<file path="config.mk">
export PLATFORM = sky130hd
export DESIGN_NAME = axi_read_arbiter
export DESIGN_NICKNAME = d
export VERILOG_FILES = /design/src/rtl/axi_read_arbiter_pkg.sv /design/src/rtl/axi_read_arbiter_rr.sv /design/src/rtl/axi_read_arbiter.sv
export SDC_FILE = /design/constraint.sdc
export NUM_CORES = 1
export LEC_CHECK = 0
export CORE_AREA = 2 2 139 141
export DETAILED_ROUTE_END_ITERATION = 8
export DIE_AREA = 0 0 141 143
export DONT_BUFFER_PORTS = 1
export HOLD_SLACK_MARGIN = 0.05
export MAX_ROUTING_LAYER = met4
export PLACE_DENSITY = 0.42
export SYNTH_ARGS = -nofsm -noshare
export SYNTH_HDL_FRONTEND = slang
export SYNTH_SLANG_ARGS = --single-unit
</file>
<file path="constraint.sdc">
create_clock -name clk -period 4.7 [get_ports clk]
set_clock_uncertainty 0.2 [all_clocks]
set_input_delay 0.94 -clock clk [delete_from_list [all_inputs] [get_ports clk]]
set_output_delay 0.94 -clock clk [all_outputs]
set_load 0.005 [all_outputs]
</file>
<file path="src/rtl/axi_read_arbiter_pkg.sv">
// Shared definitions for the two-requester AXI read arbiter.
// Contents: requester count and the arbiter FSM state encoding.
package axi_read_arbiter_pkg;

  // Number of upstream read requesters (0 = icache, 1 = dcache miss)
  localparam int unsigned NUM_REQ = 2;

  // Arbiter FSM: one burst outstanding at a time
  typedef enum logic [1:0] {
    IDLE = 2'd0,
    ADDR = 2'd1,
    DATA = 2'd2
  } ArbState;

endpackage

</file>
<file path="src/rtl/axi_read_arbiter_rr.sv">
// Two-way round-robin tie-break for the AXI read arbiter.
// Ports:
//   req   [1:0] in  : requester valids
//   last        in  : index granted most recently
//   grant       out : index of the winner (don't-care when req == 0)
module rr_arbiter2
  import axi_read_arbiter_pkg::*;
(
  input  logic [NUM_REQ-1:0] req,
  input  logic               last,
  output logic               grant
);

  // On a tie the requester that did not win last time goes; otherwise the lone requester wins
  always_comb begin
    grant = 1'b0;
    if (req == 2'b11) begin
      grant = ~last;
    end else if (req[1]) begin
      grant = 1'b1;
    end
  end

endmodule

</file>
<file path="src/rtl/axi_read_arbiter.sv">
// Two-requester AXI read arbiter (icache = 0, dcache miss = 1) in front of one
// downstream AXI read port, one burst outstanding in total.
// Ports:
//   clk, rst                    : clock, synchronous active-high reset
//   m0_ar_* / m1_ar_*           : requester AR channels (valid/ready/addr/id/len)
//   m0_r_*  / m1_r_*            : requester R channels (valid/ready/data/resp/last/id)
//   s_ar_*                      : downstream AR channel, id = {winner, requester id}
//   s_r_*                       : downstream R channel
//   busy                        : high while a burst is in progress
// Build options:
//   AXI_ARB_FIXED_PRI_EN : dcache (1) always wins ties, no round-robin state
//   DIFFTEST             : assert that returning beats carry the granted requester in s_r_id MSB
module axi_read_arbiter
  import axi_read_arbiter_pkg::*;
#(
  parameter int unsigned ADDR_W = 32,
  parameter int unsigned DATA_W = 64,
  parameter int unsigned ID_W   = 4,
  parameter int unsigned LEN_W  = 8
) (
  input  logic              clk,
  input  logic              rst,
  // requester 0 (icache)
  input  logic              m0_ar_valid,
  output logic              m0_ar_ready,
  input  logic [ADDR_W-1:0] m0_ar_addr,
  input  logic [ID_W-1:0]   m0_ar_id,
  input  logic [LEN_W-1:0]  m0_ar_len,
  output logic              m0_r_valid,
  input  logic              m0_r_ready,
  output logic [DATA_W-1:0] m0_r_data,
  output logic [1:0]        m0_r_resp,
  output logic              m0_r_last,
  output logic [ID_W-1:0]   m0_r_id,
  // requester 1 (dcache miss)
  input  logic              m1_ar_valid,
  output logic              m1_ar_ready,
  input  logic [ADDR_W-1:0] m1_ar_addr,
  input  logic [ID_W-1:0]   m1_ar_id,
  input  logic [LEN_W-1:0]  m1_ar_len,
  output logic              m1_r_valid,
  input  logic              m1_r_ready,
  output logic [DATA_W-1:0] m1_r_data,
  output logic [1:0]        m1_r_resp,
  output logic              m1_r_last,
  output logic [ID_W-1:0]   m1_r_id,
  // downstream AR
  output logic              s_ar_valid,
  input  logic              s_ar_ready,
  output logic [ADDR_W-1:0] s_ar_addr,
  output logic [ID_W:0]     s_ar_id,
  output logic [LEN_W-1:0]  s_ar_len,
  // downstream R
  input  logic              s_r_valid,
  output logic              s_r_ready,
  input  logic [DATA_W-1:0] s_r_data,
  input  logic [1:0]        s_r_resp,
  input  logic              s_r_last,
  input  logic [ID_W:0]     s_r_id,
  output logic              busy
);

  ArbState             state_q, state_d;
  logic                winner_q;
  logic [ADDR_W-1:0]   addr_q;
  logic [ID_W-1:0]     id_q;
  logic [LEN_W-1:0]    len_q;
  logic [NUM_REQ-1:0]  req_c;
  logic                grant_c;
  logic                take_c;
  logic                r_ready_c;

  assign req_c  = {m1_ar_valid, m0_ar_valid};
  assign take_c = (state_q == IDLE) && (|req_c);

  // Tie-break selection
`ifdef AXI_ARB_FIXED_PRI_EN
  assign grant_c = req_c[1];
`else
  logic last_grant_q;

  rr_arbiter2 u_rr (
    .req   (req_c),
    .last  (last_grant_q),
    .grant (grant_c)
  );

  always_ff @(posedge clk) begin
    if (rst) begin
      last_grant_q <= 1'b1;
    end else if (take_c) begin
      last_grant_q <= grant_c;
    end
  end
`endif

  // State register
  always_ff @(posedge clk) begin
    if (rst) begin
      state_q <= IDLE;
    end else begin
      state_q <= state_d;
    end
  end

  // Request latch, loaded in the granting IDLE cycle
  always_ff @(posedge clk) begin
    if (rst) begin
      winner_q <= 1'b0;
      addr_q   <= '0;
      id_q     <= '0;
      len_q    <= '0;
    end else if (take_c) begin
      winner_q <= grant_c;
      addr_q   <= grant_c ? m1_ar_addr : m0_ar_addr;
      id_q     <= grant_c ? m1_ar_id   : m0_ar_id;
      len_q    <= grant_c ? m1_ar_len  : m0_ar_len;
    end
  end

  assign r_ready_c = winner_q ? m1_r_ready : m0_r_ready;

  // Next state and handshake outputs; everything is held low while rst is high
  always_comb begin
    state_d     = state_q;
    m0_ar_ready = 1'b0;
    m1_ar_ready = 1'b0;
    s_ar_valid  = 1'b0;
    s_r_ready   = 1'b0;
    m0_r_valid  = 1'b0;
    m1_r_valid  = 1'b0;
    busy        = 1'b0;
    if (!rst) begin
      unique case (state_q)
        IDLE: begin
          if (|req_c) begin
            state_d     = ADDR;
            m0_ar_ready = ~grant_c;
            m1_ar_ready = grant_c;
          end
        end
        ADDR: begin
          busy       = 1'b1;
          s_ar_valid = 1'b1;
          if (s_ar_ready) state_d = DATA;
        end
        DATA: begin
          busy       = 1'b1;
          s_r_ready  = r_ready_c;
          m0_r_valid = s_r_valid & ~winner_q;
          m1_r_valid = s_r_valid & winner_q;
          if (s_r_valid && r_ready_c && s_r_last) state_d = IDLE;
        end
        default: state_d = IDLE;
      endcase
    end
  end

  assign s_ar_addr = addr_q;
  assign s_ar_id   = {winner_q, id_q};
  assign s_ar_len  = len_q;

  // R payload is broadcast; only the winner sees r_valid
  assign m0_r_data = s_r_data;
  assign m0_r_resp = s_r_resp;
  assign m0_r_last = s_r_last;
  assign m0_r_id   = s_r_id[ID_W-1:0];
  assign m1_r_data = s_r_data;
  assign m1_r_resp = s_r_resp;
  assign m1_r_last = s_r_last;
  assign m1_r_id   = s_r_id[ID_W-1:0];

  // Routing follows the latched winner, not the returned id MSB
  logic unused_r_id_msb;
  assign unused_r_id_msb = s_r_id[ID_W];

`ifdef DIFFTEST
  always_ff @(posedge clk) begin
    if (!rst && state_q == DATA && s_r_valid) begin
      assert (s_r_id[ID_W] == winner_q)
        else $error("axi_read_arbiter: s_r_id MSB %0b differs from granted requester %0b",
                    s_r_id[ID_W], winner_q);
    end
  end
`endif

endmodule

</file>
==> After elaboration in Yosys (flattened, before gate mapping) <==
Index checks and enable logic that the tools add are counted.
{ "word_totals": {"ff_bits": 48, "latch_bits": 0, "ramBits": 0, "mem_bits_ro": 0, "inputBits": 168, "output_inout_bits": 194, "wordCells": 50, "memories": 0} }
{ "classes": {"add_sub_neg": 0, "mul": 0, "n_div": 0, "order_cmp": 0, "eq_ne": 6, "n_shift": 0, "mux": 26, "bitwise": 5, "reduce_logical": 7} }
{ "op_table": {"columns": ["operator", "n"], "rows": [
  ["32-bit two-way mux", 1],
  ["1-bit two-way mux", 19],
  ["8-bit two-way mux", 1],
  ["2-bit two-way mux", 3],
  ["2-bit one-hot mux with 3 select lines", 1],
  ["2-bit == test, second input constant", 2],
  ["4-bit two-way mux", 1],
  ["2-bit inequality test, second input constant", 2],
  ["2-bit OR reduction", 2],
  ["1-bit logical AND", 3],
  ["1-bit NOT", 3],
  ["3-bit AND reduction", 1],
  ["1-bit AND", 2],
  ["2-bit by 1-bit == test with 1-bit output, second input constant", 1],
  ["2-bit zero test", 1],
  ["2-bit by 1-bit inequality test with 1-bit output, second input constant", 1]
]} }

==> Depth between registers and ports, before layout <==
{ "depth": {"word_depth": 6, "mapped_depth": 7} }

==> Cells and area by module <==
From an unflattened synthesis, not the netlist that was laid out.
{ "hier_totals": {"cells_unflattened": 381, "hier_area_um2": 3420.8} }
{ "by_module_without_submodules": {"columns": ["mod", "instances", "cells_per_inst", "area_each_um2", "seq_area_each_um2"], "rows": [
  ["axi_read_arbiter", 1, 380, 3409.5, 960.9],
  ["rr_arbiter2", 1, 1, 11.3, 0.0]
]} }

==> Worst setup path before layout <==
No wires, ideal clock.
{ "synth_path": {"path_kind": "input to output", "from": "in m0_ar_valid", "to": "out m1_ar_ready", "t_arrival_ns": 1.585, "t_required_ns": 3.560, "path_slack_ns": 1.975, "path_stages": 2, "path_buffers": 0, "path_cell_list": "and2_4 nor3_1"} }
{ "synth_via": {"elab_chain_cells": 5, "word_cells_on_any_way": 6} }
{ "synth_lines": {"columns": ["element", "line_no", "rtl"], "rows": [
  ["start: declaration", "axi_read_arbiter.sv:24", "input logic m0_ar_valid,"],
  ["2-bit == test", "axi_read_arbiter_rr.sv:17", "if (req == 2'b11) begin"],
  ["1-bit two-way mux", "axi_read_arbiter_rr.sv:17", null],
  ["1-bit two-way mux *", "axi_read_arbiter.sv:136", "if (|req_c) begin"],
  ["1-bit two-way mux *", "axi_read_arbiter.sv:134", "unique case (state_q)"],
  ["1-bit two-way mux *", "axi_read_arbiter.sv:133", "if (!rst) begin"],
  ["end: declaration", "axi_read_arbiter.sv:37", "output logic m1_ar_ready,"]
]} }
Every way passes the cells marked *; elsewhere a longest branch is shown, timed or not.

==> Worst setup path in the final report <==
Same ends and word-level chain as after synthesis.

==> impl_metrics.ini <==
[synth]
ys_top_cells_by_count = 144 x buf_4, 48 x dfxtp_1, 44 x nor2_1
synth_cell_types = 24
synth_adder_area_share_pct = 1.88
synthCells = 378
synth.largest_area_cell = buf_4
syn_area_um2 = 3330
synth_top_area_share_pct = 32.5
synthFlopType = dfxtp_1
yosys_warnings = 0
synth_top_family_by_area = buffers and inverters
ys_seq_area_share_pct = 28.9
yosys.area_share.simple_pct = 9.43
syn-num-nets = 551
netlist_top_cells_area = buf_4 32%, dfxtp_1 29%, mux2i_1 11%
ys_ff_latch = 48
synth-xor-area-share_pct = 0
synth_compound_area_share_pct = 11.8
muxShareOfSynthArea_pct = 11.4
synth_area_per_cell_um2 = 8.81
synth-edff-count = 0
synthArstFlopShare_pct = 0
yosys.cell_count.top_type = buf_4

[route]
detail_route.vias_per_cell = 3.94
initialDrtViolationCount = 45
drc_errors = 0
routed_wirelength_um = 7650
wl_met2_um = 4060
wl_met3_um = 857
wl_met1_um = 2410
top_layer = met4
post_drt_wl_per_cell_um = 16.6
num_vias = 1821
postRouteAntennaNets = 0
firstDrtPassIters = 4

[power_and_ir_drop]
p_per_area_nw_per_um2 = 570
peakVddDrop_mv = 0.171
leakagePower_nw = 0.942

[worst_setup_path]
slowest_stage = nor3_1
path_delay_family = simple AND/OR/NAND/NOR gates
cp-end-kind = output pin
rrSetupSlack_ns = 2.32
crit_start = m0_ar_valid
critPathMaxStageDelay_ns = 0.80
critPathBufInv = 0
cp.depth = 2
cp_max_fo = 7
crit_path_end = m1_ar_ready
r2r-end = s_ar_addr[6]
crit_type = primary input to output pin
worstPathRequired_ns = 3.56
r2r_cells = 6
arrival_ns = 1.89
reg2reg_from = state_q[1]
crit_path_cell_trace = and2_4, nor3_1
critical_path.startpoint_type = primary input

[sta]
min_period_ns = 3.03
period_share_pct = 64.5
setup_violations = 0
hold_viol = 0
maxSlewHeadroom_pct = 26.7
slew_viol_final = 0
worstMarginPinSlew_ns = 1.10
setup_tns_ns = 0
rsz0062_at_grt = false
setup_ws_ns = 1.67
fmax_mhz = 330

[cts]
cts_max_level = 2
cts_tree = built
clock_latency_ns = 0.29
path_clk_slew_ns = 0.06
root_buffer = clkbuf_16
cts_resized = 0
numCtsBuffers = 5
cts.hold.buffers_added = 0
clockBufferDepth = 2
post_cts_buffers = 0
cts.sink_count = 48

[global_routing]
grt-ovfl-total = 0
antenna_found_initial = 0
grtUsageTotal_pct = 7.54
grt_max_degree = 52
grt_pass1_wl_um = 10600
grt_pass1_vias = 1809

[placed_design]
dp_hpwl_um = 5930
port-buffer-count = 0
gp_congestion = 0.712
pre_cts_ws_ns = 1.61

[final_layout]
syn_to_final_growth_pct = -22.5
final_nets = 400
drive_above_1_share_pct = 5.26
diodes = 0

[die]
num_rows = 50
num_io_pins = 362
start_util_pct = 17.9
core_um2 = 18600
die_width_um = 141
die_area_um2 = 20200
die_height_um = 143

[run_status]
outcome = complete, no violations

[flow_run]
drv_cap = 0

[min_path]
hp-class = flop to flop
[registers in the layout (all words and copies together), names as in the netlist]
signal	count
s_ar_len	8
state_q	2
id_q	4
winner_q	1
last_grant_q	1
s_ar_addr	32
[routing by layer]
layer | track usage (%) | vias up
met5 | - | -
met4 | 4.68 | 0
met3 | 3.19 | 53
met2 | 13.8 | 144
met1 | 6.30 | 794
li1 | - | 830
[per-stage QoR]
stage | instances | utilization (%) | hold slack [ns] | power [mW] | area (um2)
floorplan | 378 | - | 0.266 | 1.12 | 3330
global placement | 454 | 13.1 | 0.283 | 1.10 | 2430
detailed placement | 454 | 13.1 | 0.300 | 1.12 | 2430
CTS | 462 | 13.9 | 0.318 | 1.52 | 2580
global route | 462 | 13.9 | 0.334 | 1.60 | 2580
finish | 462 | 13.9 | 0.311 | 1.47 | 2580
[cell usage in the layout (no fill, tap or decap), drive strengths merged]
| cell | Yosys | routed |
|---|---|---|
| nand2b | 5 | 5 |
| a211oi | 36 | 36 |
| nor3 | 1 | 1 |
| a222oi | 4 | 4 |
| nor2 | 44 | 44 |
| ha | 5 | 5 |
| a21o | 1 | 1 |
| o21a | 1 | 1 |
| and2 | 1 | 1 |
| inv | 3 | 3 |
| a211o | 1 | 1 |
| nand2 | 14 | 14 |
| clkbuf | 9 | 7 |
| a21oi | 1 | 1 |
| dfxtp | 48 | 48 |
| o21ai | 3 | 3 |
| a22oi | 5 | 5 |
| buf | 151 | 2 |
| and3 | 2 | 2 |
| nor2b | 5 | 5 |
| clkinvlp | 0 | 1 |
| mux2i | 38 | 38 |
[worst min-delay path by stage]
| stage | from | to | cells after the start |
|---|---|---|---|
| floorplan | state_q[1] | state_q[1] | 2 |
| global placement | state_q[1] | state_q[1] | 2 |
| detailed placement | s_ar_addr[26] | s_ar_addr[26] | 2 |
| CTS | state_q[1] | state_q[1] | 2 |
| global route | id_q[3] | id_q[3] | 2 |
| finish | state_q[1] | state_q[1] | 2 |
[cells by family after synthesis]
group | count (synthesis)
buffers and inverters | 163
adder cells (fa/ha/maj) | 5
multiplexers | 38
flip-flops | 48
AND/OR/NAND/NOR | 72
AO/OA/AOI/OAI | 52
[power by group]
part	switching, mW	leakage (nW)	internal, mW
sequential	0.122	0.398	0.545
combinational	0.252	0.473	0.168
clock	0.170	0.0701	0.213
total	0.544	0.942	0.926
[layout make-up]
| cell class | count | area [um2] |
|---|---|---|
| Clock buffer | 7 | 143 |
| Sequential cell | 48 | 961 |
| Timing Repair Buffer | 2 | 15.0 |
| Multi-Input combinational cell | 167 | 1150 |
| Clock inverter | 1 | 7.51 |
| Fill cell | 2081 | 16000 |
| Inverter | 3 | 11.3 |
| Tap cell | 234 | 293 |
Note: power is estimated with default switching activity, not from simulation.
